File: src/rtl/ex_mem_reg.sv
// EX/MEM pipeline register with overflow bookkeeping.
//
// Captures the execute-stage result, store data, destination index and memory/writeback
// controls for the memory stage. A flush turns the captured slot into a bubble, and a stall
// holds everything while the downstream memory is busy. It also keeps a sticky
// signed-overflow flag and a saturating count of overflows committed into the memory stage.
//
// Ports:
//   clk, reset                 clock; asynchronous active-high reset
//   stall, flush               hold / bubble controls (flush wins over stall)
//   ex_valid, ex_alu_result    execute-stage instruction valid and ALU result
//   ex_overflow                signed-overflow flag from the execute adder
//   ex_rs2_data, ex_rd         store data and destination register index
//   ex_ctrl                    {regwrite, memread, memwrite, memtoreg}
//   ovf_clear                  clear sticky overflow flag and counter
//   mem_*                      registered copies of the EX fields
//   mem_fwd_en                 registered result may be forwarded to EX
//   ovf_sticky, ovf_count      overflow flag and saturating overflow count
module ex_mem_reg #(
  parameter int unsigned XLEN = 64
) (
  input  logic            clk,
  input  logic            reset,
  input  logic            stall,
  input  logic            flush,
  input  logic            ex_valid,
  input  logic [XLEN-1:0] ex_alu_result,
  input  logic            ex_overflow,
  input  logic [XLEN-1:0] ex_rs2_data,
  input  logic [4:0]      ex_rd,
  input  logic [3:0]      ex_ctrl,
  input  logic            ovf_clear,
  output logic            mem_valid,
  output logic [XLEN-1:0] mem_alu_result,
  output logic [XLEN-1:0] mem_rs2_data,
  output logic [4:0]      mem_rd,
  output logic [3:0]      mem_ctrl,
  output logic            mem_fwd_en,
  output logic            ovf_sticky,
  output logic [7:0]      ovf_count
);

  logic            valid_q, valid_d;
  logic [XLEN-1:0] alu_q, alu_d;
  logic [XLEN-1:0] rs2_q, rs2_d;
  logic [4:0]      rd_q, rd_d;
  logic [3:0]      ctrl_q, ctrl_d;
  logic            sticky_q, sticky_d;
  logic [7:0]      count_q, count_d;

  logic load;
  logic commit;

  assign load   = ~flush & ~stall;
  assign commit = load & ex_valid & ex_overflow;

  always_comb begin
    valid_d  = valid_q;
    alu_d    = alu_q;
    rs2_d    = rs2_q;
    rd_d     = rd_q;
    ctrl_d   = ctrl_q;
    sticky_d = sticky_q;
    count_d  = count_q;

    if (flush) begin
      valid_d = 1'b0;
      alu_d   = '0;
      rs2_d   = '0;
      rd_d    = 5'd0;
      ctrl_d  = 4'd0;
    end else if (!stall) begin
      valid_d = ex_valid;
      alu_d   = ex_alu_result;
      rs2_d   = ex_rs2_data;
      rd_d    = ex_rd;
      // Bubbles carry no side effects; writes to x0 are dropped here so later stages
      // and the forwarding path never see them.
      if (ex_valid) begin
        ctrl_d = {ex_ctrl[3] & (ex_rd != 5'd0), ex_ctrl[2:0]};
      end else begin
        ctrl_d = 4'd0;
      end
    end

    // Clear applies even while stalled; a commit on the same edge counts as the first event.
    if (ovf_clear) begin
      sticky_d = commit;
      count_d  = {7'd0, commit};
    end else if (commit) begin
      sticky_d = 1'b1;
      if (count_q != 8'hFF) begin
        count_d = count_q + 8'd1;
      end
    end
  end

  always_ff @(posedge clk or posedge reset) begin
    if (reset) begin
      valid_q  <= 1'b0;
      alu_q    <= '0;
      rs2_q    <= '0;
      rd_q     <= 5'd0;
      ctrl_q   <= 4'd0;
      sticky_q <= 1'b0;
      count_q  <= 8'd0;
    end else begin
      valid_q  <= valid_d;
      alu_q    <= alu_d;
      rs2_q    <= rs2_d;
      rd_q     <= rd_d;
      ctrl_q   <= ctrl_d;
      sticky_q <= sticky_d;
      count_q  <= count_d;
    end
  end

  assign mem_valid      = valid_q;
  assign mem_alu_result = alu_q;
  assign mem_rs2_data   = rs2_q;
  assign mem_rd         = rd_q;
  assign mem_ctrl       = ctrl_q;
  // Loads (memtoreg) are not ready until after the memory access, so only ALU writes forward.
  assign mem_fwd_en     = valid_q & ctrl_q[3] & ~ctrl_q[0];
  assign ovf_sticky     = sticky_q;
  assign ovf_count      = count_q;

endmodule

File: config.mk
export PLATFORM = sky130hd
export DESIGN_NAME = ex_mem_reg
export DESIGN_NICKNAME = d
export VERILOG_FILES = /design/src/rtl/ex_mem_reg.sv
export SDC_FILE = /design/constraint.sdc
export NUM_CORES = 1
export LEC_CHECK = 0
export ABC_AREA = 1
export BUFFER_PORTS_ARGS = -buffer_cell sky130_fd_sc_hd__buf_4
export CORE_MARGIN = 3
export CORE_UTILIZATION = 50
export DETAILED_ROUTE_END_ITERATION = 6
export PLACE_DENSITY = 0.85
export SYNTH_ARGS = -nofsm -noshare
export SYNTH_HDL_FRONTEND = slang
export SYNTH_SLANG_ARGS = --single-unit
File: constraint.sdc
create_clock -name clk -period 8.5 [get_ports clk]
set_input_delay 1.7 -clock clk [delete_from_list [all_inputs] [get_ports clk]]
set_output_delay 1.7 -clock clk [all_outputs]
set_load 0.01 [all_outputs]
==> flow_summary.yaml <==
status:
  status: "finished, final reports clean"
clock_network:
  numClockSinks: 147
  cts_tree: "yes"
  ctsHoldBuffers: 0
  h-tree-depth: 4
  post_cts_resized: 0
  cts.path.max_buffers: 2
  cts-root-buf: "clkbuf_16"
  path_clk_slew_ns: 0.06
  numCtsBuffers: 17
  clock_latency_ns: 0.40
  post_cts_buffers: 0
timing:
  slew_headroom: 0.355
  finalHoldViolCount: 0
  max_freq_ghz: 0.286
  min_period_ns: 3.49
  fin_skew_ns: 0.00294
  maxSlewViolCount: 0
  fin_ws_ns: 5.01
  period_share: 0.411
  setup_tns_ns: 0
  rsz0062_at_grt: "false"
  worstMarginPinSlew_ns: 0.967
  finalSetupViolCount: 0
critical_path:
  r2r_slack_ns: 7.03
  crit_type: "in2reg"
  r2r_start: "ovf_count[0]$_DFFE_PP0P_"
  startpoint_type: "input port"
  cpMaxStageDelayCell: "buf_4"
  arrival_ns: 3.81
  cp_cell_sequence: "buf_4 > nor2_4 > buf_4 > buf_4 > nand2_1 > nand3b_1 > o21ai_0"
  crit_fanout: 80
  cp-end-kind: "register"
  required_ns: 8.82
  crit_top_cell: "buf_4"
  crit_path_max_incr_delay_ns: 0.73
  setup.worst_path.start: "stall"
grt:
  grtUsageTotal: 0.263
  grt_pass1_vias: 5390
  grt_max_degree: 93
  grt-ovfl-total: 0
  antenna_found_initial: 0
  grt_pass1_wl_mm: 27.3
power:
  combPwrFrac: 0.130
  p_switching_mw: 0.427
  internal_power_mw: 1.26
  seqPwrFrac: 0.451
  pwr-share-clk: 0.419
  irDropWorstVdd_mv: 0.146
  p_leak_nw: 4.98
  powerDensity_nw_per_um2: 194
  p_sw_frac: 0.253
floorplan:
  rows: 39
  num_io_pins: 292
  start_util: 0.516
  die_w_um: 115
  die_h_um: 115
  dieArea_um2: 13200
  coreArea_um2: 11500
synth:
  yosysUniqueCellTypes: 22
  syn_area_um2: 5950
  syn_inst: 673
  ys_ff_latch: 147
  yosysWarnings: 0
  synth_area_per_cell_um2: 8.83
  synth-seq-area-share: 0.619
  syn_nets: 818
drt:
  wire_per_inst_um: 16.0
  drt_wl_total_mm: 17.6
  ant_nets: 0
  vias: 5680
  dr.first_iter.drc_count: 601
  via_per_inst: 5.17
  drt_pass1_iterations: 5
  drc: 0
placed_design:
  preCtsSetupSlack_ns: 4.64
  dpl.hpwl_mm: 12.0
  io_buffers: 291
  gp_congestion: 0.827
min_path:
  hp-class: "reg2reg"
  hold_start: "mem_rs2_data[38]$_DFFE_PP0P_"
run:
  maxCapViolCount: 0
final_layout:
  layout.nets: 1087
  syn2layout_area_growth_pct: 46.4
  n_antenna_cell: 0
  final_layout_size_suffix_gt1_frac: 0.352
  final_core_util: 0.756
==> cell usage after synthesis, drive strengths merged <==
cell type | instances | area [um^2]
a21oi | 5 | 25.0
buf | 23 | 135
clkbuf | 23 | 86.3
clkinv | 1 | 3.75
dfrtp | 147 | 3680
ha | 1 | 12.5
inv | 13 | 48.8
nand2 | 289 | 1090
nand3 | 149 | 751
nand3b | 1 | 7.51
nor2 | 8 | 40.0
nor3 | 2 | 10.0
o21ai | 10 | 50.0
o21bai | 1 | 7.51
==> worst max-delay path: cells and delay by family <==
kind | cells | cell delay, ns
buffers and inverters | 3 | 1.47
and+or+nand+nor | 3 | 0.48
AOI/OAI and AO/OA | 1 | 0.07
==> kinds of logic after synthesis <==
| family | Yosys count | synth area share |
|---|---|---|
| buffers and inverters | 60 | 0.0461 |
| adder cells (fa/ha/maj) | 1 | 0.00210 |
| flip-flops | 147 | 0.619 |
| AND/OR/NAND/NOR | 449 | 0.319 |
| AO/OA/AOI/OAI | 16 | 0.0139 |
==> stage by stage <==
stage                     hold slack (ns)  instance area [um^2]  power, mW  cells
after floorplan                     0.517                  5950      0.860    673
after global placement              0.465                  8140      0.990   1066
after detailed placement            0.469                  8140      0.994   1066
after CTS                           0.508                  8700       1.70   1098
after global routing                0.526                  8700       1.76   1098
final                               0.506                  8700       1.69   1098
==> final timing paths <==
check,depth (start not counted),end
worst min register to register,2,mem_rs2_data[38]$_DFFE_PP0P_
max in group asynchronous,3,mem_rs2_data[17]$_DFFE_PP0P_
worst max-delay path,7,mem_ctrl[3]$_DFFE_PP0P_
min in group asynchronous,2,mem_rs2_data[15]$_DFFE_PP0P_
worst min-delay path,2,mem_rs2_data[38]$_DFFE_PP0P_
worst max register to register,7,ovf_count[2]$_DFFE_PP0P_
==> registers in the layout (all words and copies together), names as in the netlist <==
signal and count:
mem_ctrl 4, mem_rd 5, mem_valid 1, ovf_count 8
ovf_sticky 1, mem_alu_result 64, mem_rs2_data 64
==> power groups by stage <==
stage / clock, mW / sequential (mW) / combinational (mW)
floorplan: 0 / 0.788 / 0.0718
global placement: 0 / 0.771 / 0.219
detailed placement: 0 / 0.772 / 0.222
CTS: 0.715 / 0.760 / 0.222
global route: 0.752 / 0.765 / 0.241
finish: 0.706 / 0.761 / 0.220
==> layout by cell type, fill, tap and decap left out, drive strengths merged <==
cell type and instances:
a21oi 5, nor2 8, nand2 289, nor3 2
buf 296, nand3 149, clkinvlp 4, ha 1
clkinv 10, inv 12, bufinv 1, o21ai 10
nand3b 1, dfrtp 147, o21bai 1, clkbuf 19
==> per-layer routing <==
metal | global-route usage | up-vias | routed length (um)
li1 | - | 2694 | -
met1 | 0.331 | 2706 | 6800
met2 | 0.427 | 248 | 8780
met3 | 0.0805 | 32 | 1520
met4 | 0.107 | 0 | 501
met5 | 0 | - | 0
==> area by class of cell <==
type | instances | area [um^2]
sequential | 147 | 3680
fill | 859 | 2810
timing repair buffer | 296 | 2220
multi-input combinational | 466 | 2000
clock buffer | 19 | 453
tap | 143 | 179
clock inverter | 13 | 111
inverter | 14 | 58.8
Power figures use the tool's default switching activity.
